===== config.mk =====
export PLATFORM = sky130hd
export DESIGN_NAME = i8259_lite
export DESIGN_NICKNAME = d
export VERILOG_FILES = /design/src/rtl/i8259_lite.sv
export SDC_FILE = /design/constraint.sdc
export NUM_CORES = 1
export LEC_CHECK = 0
export CAP_MARGIN = 20
export CORE_MARGIN = 1
export CORE_UTILIZATION = 54
export DETAILED_ROUTE_END_ITERATION = 10
export PLACE_DENSITY_LB_ADDON = 0.25
export SLEW_MARGIN = 20
export SYNTH_ARGS = -nofsm -noshare
export SYNTH_HDL_FRONTEND = slang
export SYNTH_SLANG_ARGS = --single-unit

===== constraint.sdc =====
create_clock -name clk -period 2.8 [get_ports clk]
set_input_delay 0.28 -clock clk [delete_from_list [all_inputs] [get_ports clk]]
set_output_delay 0.28 -clock clk [all_outputs]
set_load 0.01 [all_outputs]

===== src/rtl/i8259_lite.sv =====
`default_nettype none
// ============================================================================
//  Module      : i8259_lite
//  Description : 8-input fixed-priority interrupt controller with edge-captured
//                requests, mask, in-service tracking, vectored acknowledge, EOI.
//  Revision    : 1.0 - initial release
// ============================================================================
module i8259_lite #(
    parameter int SYNC_STAGES = 2
) (
    input  logic       clk,
    input  logic       reset,
    input  logic       cs,
    input  logic       rd,
    input  logic       wr,
    input  logic [1:0] a,
    input  logic [7:0] idata,
    output logic [7:0] odata,
    input  logic [7:0] ir,
    input  logic       inta,
    output logic       intr,
    output logic [7:0] ivec
);

    localparam logic [2:0] c_CMD_NS_EOI = 3'b001;
    localparam logic [2:0] c_CMD_SP_EOI = 3'b011;
    localparam logic [3:0] c_NONE       = 4'd8;

    logic [SYNC_STAGES-1:0][7:0] sync_q, sync_d;
    logic [SYNC_STAGES:0]        warm_q, warm_d;
    logic [7:0]                  edge_q, edge_d;
    logic [7:0]                  irr_q,  irr_d;
    logic [7:0]                  isr_q,  isr_d;
    logic [7:0]                  imr_q,  imr_d;
    logic [4:0]                  base_q, base_d;
    logic                        intr_q, intr_d;
    logic [7:0]                  ivec_q, ivec_d;

    logic [7:0] w_sync;
    logic [7:0] w_rise;
    logic [7:0] w_req;
    logic [3:0] w_p;
    logic [3:0] w_s;
    logic       w_intr_next;
    logic       w_wr;
    logic [7:0] w_ack_mask;
    logic [7:0] w_eoi_mask;

    // Index of lowest set bit, 8 when the vector is empty.
    function automatic logic [3:0] lowest(input logic [7:0] v);
        logic [3:0] idx;
        idx = c_NONE;
        for (int i = 7; i >= 0; i--) begin
            if (v[i]) idx = 4'(i);
        end
        return idx;
    endfunction

    always_comb begin
        sync_d = {sync_q[SYNC_STAGES-2:0], ir};
        warm_d = {warm_q[SYNC_STAGES-1:0], 1'b1};
        w_sync = sync_q[SYNC_STAGES-1];
        edge_d = w_sync;
        // Suppress edges until the chain holds post-reset samples, so a line
        // already high at reset release is not mistaken for a new request.
        w_rise = w_sync & ~edge_q & {8{warm_q[SYNC_STAGES]}};

        w_req       = irr_q & ~imr_q;
        w_p         = lowest(w_req);
        w_s         = lowest(isr_q);
        w_intr_next = (w_req != 8'h00) && (w_p < w_s);
        w_wr        = cs & wr;

        w_ack_mask = 8'h00;
        if (inta && w_intr_next) begin
            w_ack_mask = 8'h01 << w_p[2:0];
        end

        w_eoi_mask = 8'h00;
        if (w_wr && (a == 2'd0)) begin
            if ((idata[7:5] == c_CMD_NS_EOI) && (w_s != c_NONE)) begin
                w_eoi_mask = 8'h01 << w_s[2:0];
            end else if (idata[7:5] == c_CMD_SP_EOI) begin
                w_eoi_mask = 8'h01 << idata[2:0];
            end
        end

        // New edge wins over the acknowledge clear; EOI acts on pre-edge ISR.
        irr_d  = (irr_q & ~w_ack_mask) | w_rise;
        isr_d  = (isr_q & ~w_eoi_mask) | w_ack_mask;
        imr_d  = (w_wr && (a == 2'd1)) ? idata : imr_q;
        base_d = (w_wr && (a == 2'd3)) ? idata[7:3] : base_q;
        intr_d = w_intr_next;

        ivec_d = ivec_q;
        if (inta) begin
            ivec_d = w_intr_next ? {base_q, w_p[2:0]} : {base_q, 3'b111};
        end
    end

    always_ff @(posedge clk or posedge reset) begin
        if (reset) begin
            sync_q <= '0;
            warm_q <= '0;
            edge_q <= 8'h00;
            irr_q  <= 8'h00;
            isr_q  <= 8'h00;
            imr_q  <= 8'hFF;
            base_q <= 5'd0;
            intr_q <= 1'b0;
            ivec_q <= 8'h00;
        end else begin
            sync_q <= sync_d;
            warm_q <= warm_d;
            edge_q <= edge_d;
            irr_q  <= irr_d;
            isr_q  <= isr_d;
            imr_q  <= imr_d;
            base_q <= base_d;
            intr_q <= intr_d;
            ivec_q <= ivec_d;
        end
    end

    always_comb begin
        odata = 8'h00;
        if (cs && rd) begin
            case (a)
                2'd0:    odata = irr_q;
                2'd1:    odata = imr_q;
                2'd2:    odata = isr_q;
                default: odata = {base_q, 3'b000};
            endcase
        end
    end

    assign intr = intr_q;
    assign ivec = ivec_q;

endmodule
`default_nettype wire


### Yosys cells after proc, flatten, opt, wreduce, memory -nomap -nowiden

Index checks and enable logic that the tools add are counted.

| cells by class | value |
|---|---|
| $add $sub $neg | 0 |
| multiply operators | 0 |
| div/mod/pow operators | 0 |
| order comparisons | 1 |
| eq/ne operators | 6 |
| shifts and indexed selects | 3 |
| mux-type cells | 23 |
| bitwise operators | 12 |
| reduce and logical (&&, ||, !) cells | 9 |

Operators by type and width:

| cell | count |
|---|---|
| 4-bit 2-to-1 mux | 16 |
| 8-bit AND | 5 |
| 8-bit 2-to-1 mux | 5 |
| 8-bit NOT | 4 |
| 8-bit one-hot mux with 3 select lines | 1 |
| 1-bit by 3-bit left shift with 8-bit output, first input constant | 3 |
| 8-bit bitwise OR | 2 |
| 8-bit nonzero test | 1 |
| 1-bit logical AND | 7 |
| 2-bit equality test, second input constant | 2 |
| 4-bit < comparator | 1 |
| 4-bit != test, second input constant | 1 |
| 3-bit by 1-bit equality test with 1-bit output, second input constant | 1 |
| 3-bit by 2-bit equality test with 1-bit output, second input constant | 1 |
| 3-bit 2-to-1 mux | 1 |
| 2-bit by 1-bit equality test with 1-bit output, second input constant | 1 |
| 2-bit logical NOT | 1 |
| 1-bit AND | 1 |

| storage, ports and cells | value |
|---|---|
| bits in registers | 65 |
| latch bits | 0 |
| memory bits (writable) | 0 |
| bits in read-only memories | 0 |
| input port bits | 24 |
| logic and storage cells | 64 |
| memories kept | 0 |

### Longest topological paths before layout

Gate-level depths: netlist of run 1.

| logic depth | value |
|---|---|
| depth after elaboration | 17 |
| mapped depth | 10 |
| gate-level depth less buffers | 10 |

### Least setup slack after synthesis of run 1

OpenSTA, ideal clock, no wires.

| path | value |
|---|---|
| kind | reg2reg |
| from | reg imr_q[5] |
| to | reg irr_q[2] |
| setup time | 0.122 ns |
| data arrival time | 2.428 ns |
| required time | 2.678 ns |
| slack | 0.251 ns |
| stages on the path, launching flop included | 10 |
| clock period less this slack | 2.549 ns |
| path through | dfstp_2 > nand2b_1 > o221ai_1 > a311oi_1 > ha_1 > o211ai_1 > nor2_1 > a211oi_4 > nand4_1 > a32o_1 |

| between the ends | value |
|---|---|
| longest elaborated chain between the ends | 15 |
| elaborated cells between the ends (all ways) | 17 |

RTL lines:

| element | line | text |
|---|---|---|
| from (decl) | 34 | `logic [7:0] imr_q, imr_d;` |
| from (signal assigned) | 118 | `imr_q <= imr_d;` |
| 8-bit NOT (*) | 68 | `w_req = irr_q & ~imr_q;` |
| 8-bit AND (*) | 68 |  |
| 4-bit 2-to-1 mux (6 in a row) | 54 | `if (v[i]) idx = 4'(i);` |
| 4-bit < comparator | 71 | `w_intr_next = (w_req != 8'h00) && (w_p < w_s);` |
| 1-bit logical AND | 71 |  |
| 1-bit logical AND | 75 | `if (inta && w_intr_next) begin` |
| 8-bit 2-to-1 mux (*) | 75 |  |
| 8-bit NOT (*) | 89 | `irr_d = (irr_q & ~w_ack_mask) \| w_rise;` |
| 8-bit AND (*) | 89 |  |
| 8-bit bitwise OR (*) | 89 |  |
| via irr_d[2] | 32 | `logic [7:0] irr_q, irr_d;` |
| to (signal assigned) | 116 | `irr_q <= irr_d;` |
| to (decl) | 32 |  |

The timed path passes the listed nets; every way through them passes the cells marked *.
A chain may end at the register's enable or synchronous reset.

### Worst setup path in the final report of run 1

| path | value |
|---|---|
| from | reg imr_q[6] |
| to | reg irr_q[4] |

| between the ends | value |
|---|---|
| longest elaborated chain between the ends | 16 |
| elaborated cells between the ends (all ways) | 18 |

RTL lines:

| element | line |
|---|---|
| 8-bit NOT (*) | 68 |
| 8-bit AND (*) | 68 |
| 4-bit 2-to-1 mux (7 in a row) | 54 |
| 4-bit < comparator | 71 |
| 1-bit logical AND | 71 |
| 1-bit logical AND | 75 |
| 8-bit 2-to-1 mux (*) | 75 |
| 8-bit NOT (*) | 89 |
| 8-bit AND (*) | 89 |
| 8-bit bitwise OR (*) | 89 |
| via irr_d[4] | 32 |

Marked as above.

==> metrics.yaml, run 1 <==
htreeDepth: 3
io_buffers: 40
cts.path.max_buffers: 2
layout_commonest_cell: "dfrtp_1"
num_vias: 2250
yosysUniqueCellTypes: 56
clkLatencyLatePin_ns: 0.33
fmax_mhz: 361
ys.flop_type: "dfrtp_1"
area_growth_pct: 31.4
grt_pass1_vias: 2090
reg2reg_from: "imr_q[6]$_DFFE_PP1P_"
tightest_slew_ns: 0.536
drive_gt1_frac: 0.229
end_kind: "register"
slew_violations: 0
cts_tree: "yes"
synth_area_per_cell_sq_um: 11.8
vdd_ir_drop_max_mv: 0.702
rsz0062_at_grt: "yes"
finalHoldViolations: 0
rows: 26
drv_cap: 0
fin_cells: 384
n_antenna_cell: 0
dr.max_layer_used: "met4"
period_share: 0.989
hold_class: "input port to async pin"
drc: 0
grt_antenna_before_repair: 0
syn_area_sq_um: 2930
path_class: "register to register"
fp.dieH_microns: 75.7
rrSetupSlack_ns: 0.03
dp.cells: 366
status: "finished clean"
clock-sinks: 65
nNetsFinal: 336
r2r_end: "irr_q[4]$_DFF_PP0_"
met2_length_microns: 3180
critPathRequiredTime_ns: 3.02
synth-seq-cells: 65
first_iter_violations: 156
worst_hold_slack_ns: 0.337
async_flop_share: 1.00
p_leak_nw: 1.58
finalSetupViolations: 0
place_congestion: 0.898
grt_max_degree: 66
slew_headroom: 0.641
critPathMaxFanout: 5
postSynthCellCount: 248
design.core.area_sq_um: 5170
clockRootBuffer: "clkbuf_8"
dpl.hpwl_microns: 5050
io_pins: 41
start_kind: "register"
synth_edf_count: 0
drtPass1Iterations: 4
syn_nets: 275
ys_warn_count: 0
grt_use_total: 0.264
drtAntennaViolNets: 0
grt-ovfl-total: 0
p_per_area_nw_per_um2: 892
dr_wl_met3_microns: 444
arrival_ns: 2.99
m1WireLength_microns: 3110
dieArea_sq_um: 5730
viasPerCell: 5.86
rr_worst_depth: 10
die_w_microns: 75.7
wirelength_microns: 6850
initial_utilization: 0.567
wl_per_cell_microns: 17.8
numCtsBuffers: 9
layout_common_cells: "57 x dfrtp_1, 40 x clkdlybuf4s50_1, 19 x nor2_1, 17 x mux2_2, 14 x nand2_1"
period_needed_ns: 2.77
path_clk_slew_ns: 0.07
synth_seq_area_share: 0.558
grt_pass1_wl_microns: 10500
clock_skew_ns: 0.00555
-- metal layers --
layer | vias to the layer above | global-route usage
met4 | 0 | 0.101
met3 | 13 | 0.0648
met1 | 1104 | 0.381
li1 | 1037 | -
met5 | - | 0
met2 | 96 | 0.390
-- area by class of cell --
| class | instances | area, sq um |
|---|---|---|
| clock buffers | 10 | 138 |
| repair buffers | 54 | 518 |
| well taps | 70 | 87.6 |
| multi-input cells | 166 | 1290 |
| clock inverters | 6 | 138 |
| fillers | 340 | 1320 |
| flip-flops and latches | 65 | 1640 |
| inverters | 13 | 48.8 |
-- critical path, cell delays in order, from the launching register on --
cell      delay (ns)
dfstp_2         0.54
and2b_2         0.26
nor4_4          0.30
nand2b_1        0.17
inv_1           0.13
ha_4            0.21
o211ai_1        0.17
nor2_2          0.10
a211oi_4        0.34
nand3_1         0.18
a32o_1          0.23
-- synth_stat cells, types with 3 or more instances --
master,n,area [sq um]
nand3_1,5,25.0
o21ai_0,10,50.1
nor3_1,3,15.0
dfstp_2,8,210
nand2b_1,10,62.6
nor2_1,21,78.8
ha_1,3,37.5
mux2i_1,3,30.0
o211ai_1,3,22.5
dfrtp_1,57,1430
a21oi_1,5,25.0
nand2_1,14,52.6
mux4_2,4,90.1
inv_1,12,45.0
a32o_1,6,60.1
mux2_2,17,191
nor2b_1,13,81.3
nand4_1,8,50.1
-- worst max-delay path by stage --
stage	startpoint	endpoint	slack, ns	cells after the start
finish	imr_q[6]$_DFFE_PP1P_	irr_q[4]$_DFF_PP0_	0.03	10
global route	imr_q[6]$_DFFE_PP1P_	irr_q[2]$_DFF_PP0_	-0.07	10
CTS	imr_q[7]$_DFFE_PP1P_	irr_q[4]$_DFF_PP0_	0.006	9
detailed placement	imr_q[7]$_DFFE_PP1P_	irr_q[4]$_DFF_PP0_	-0.04	10
global placement	imr_q[5]$_DFFE_PP1P_	irr_q[2]$_DFF_PP0_	0.007	9
floorplan	imr_q[5]$_DFFE_PP1P_	irr_q[2]$_DFF_PP0_	0.25	9
-- state kept, by name, indices dropped and copies added, names as in the netlist --
signal,flops
isr_q,8
imr_q,8
edge_q,8
ivec,8
edge_d,8
warm_q,3
sync_d,8
base_q,5
irr_q,8
intr,1
-- metrics by stage --
step / utilization / setup TNS (ns) / area, sq um / power, mW / worst slack, ns
final: 0.745 / 0 / 3850 / 3.44 / 0.0316
after floorplan: - / 0 / 2930 / 1.91 / 0.251
after global placement: 0.678 / 0 / 3510 / 2.29 / 0.00681
after global routing: 0.745 / -0.119 / 3850 / 3.60 / -0.0679
after CTS: 0.734 / 0 / 3800 / 3.39 / 0.00613
after detailed placement: 0.678 / -0.0657 / 3510 / 2.30 / -0.0382
-- timing repair --
item	CTS	global route
pin swaps	1	9
setup buffers	0	2
hold buffers	0	0
resized for setup	2	7
setup endpoints to repair	2	10
-- cell families after synthesis --
group / share of synthesized area
compound gates: 0.126
fa+ha+maj: 0.0128
mux: 0.115
simple gates: 0.164
flops: 0.558
buf+inv: 0.0222
other cells: 0.00128
-- power breakdown --
part / switching (mW) / internal, mW
Clock: 0.364 / 0.711
Sequential: 0.176 / 1.14
Combinational: 0.531 / 0.513
(Power assumes the default switching activity.)
==> run 2: changes to the inputs <==
--- a/config.mk
+++ b/config.mk
@@ -9,6 +9,7 @@
 export CORE_MARGIN = 1
 export CORE_UTILIZATION = 54
 export DETAILED_ROUTE_END_ITERATION = 10
+export GPL_ROUTABILITY_DRIVEN = 1
 export PLACE_DENSITY_LB_ADDON = 0.25
 export SLEW_MARGIN = 20
 export SYNTH_ARGS = -nofsm -noshare
==> results of run 2 <==
The final DEF is identical to that of run 1; final timing and power are the same.
==> run 3: changes to the inputs <==
--- a/config.mk
+++ b/config.mk
@@ -5,7 +5,7 @@
 export SDC_FILE = /design/constraint.sdc
 export NUM_CORES = 1
 export LEC_CHECK = 0
-export CAP_MARGIN = 20
+export CAP_MARGIN = 40
 export CORE_MARGIN = 1
 export CORE_UTILIZATION = 54
 export DETAILED_ROUTE_END_ITERATION = 10
==> results of run 3 <==
The final DEF is identical to that of run 1; final timing and power are the same.
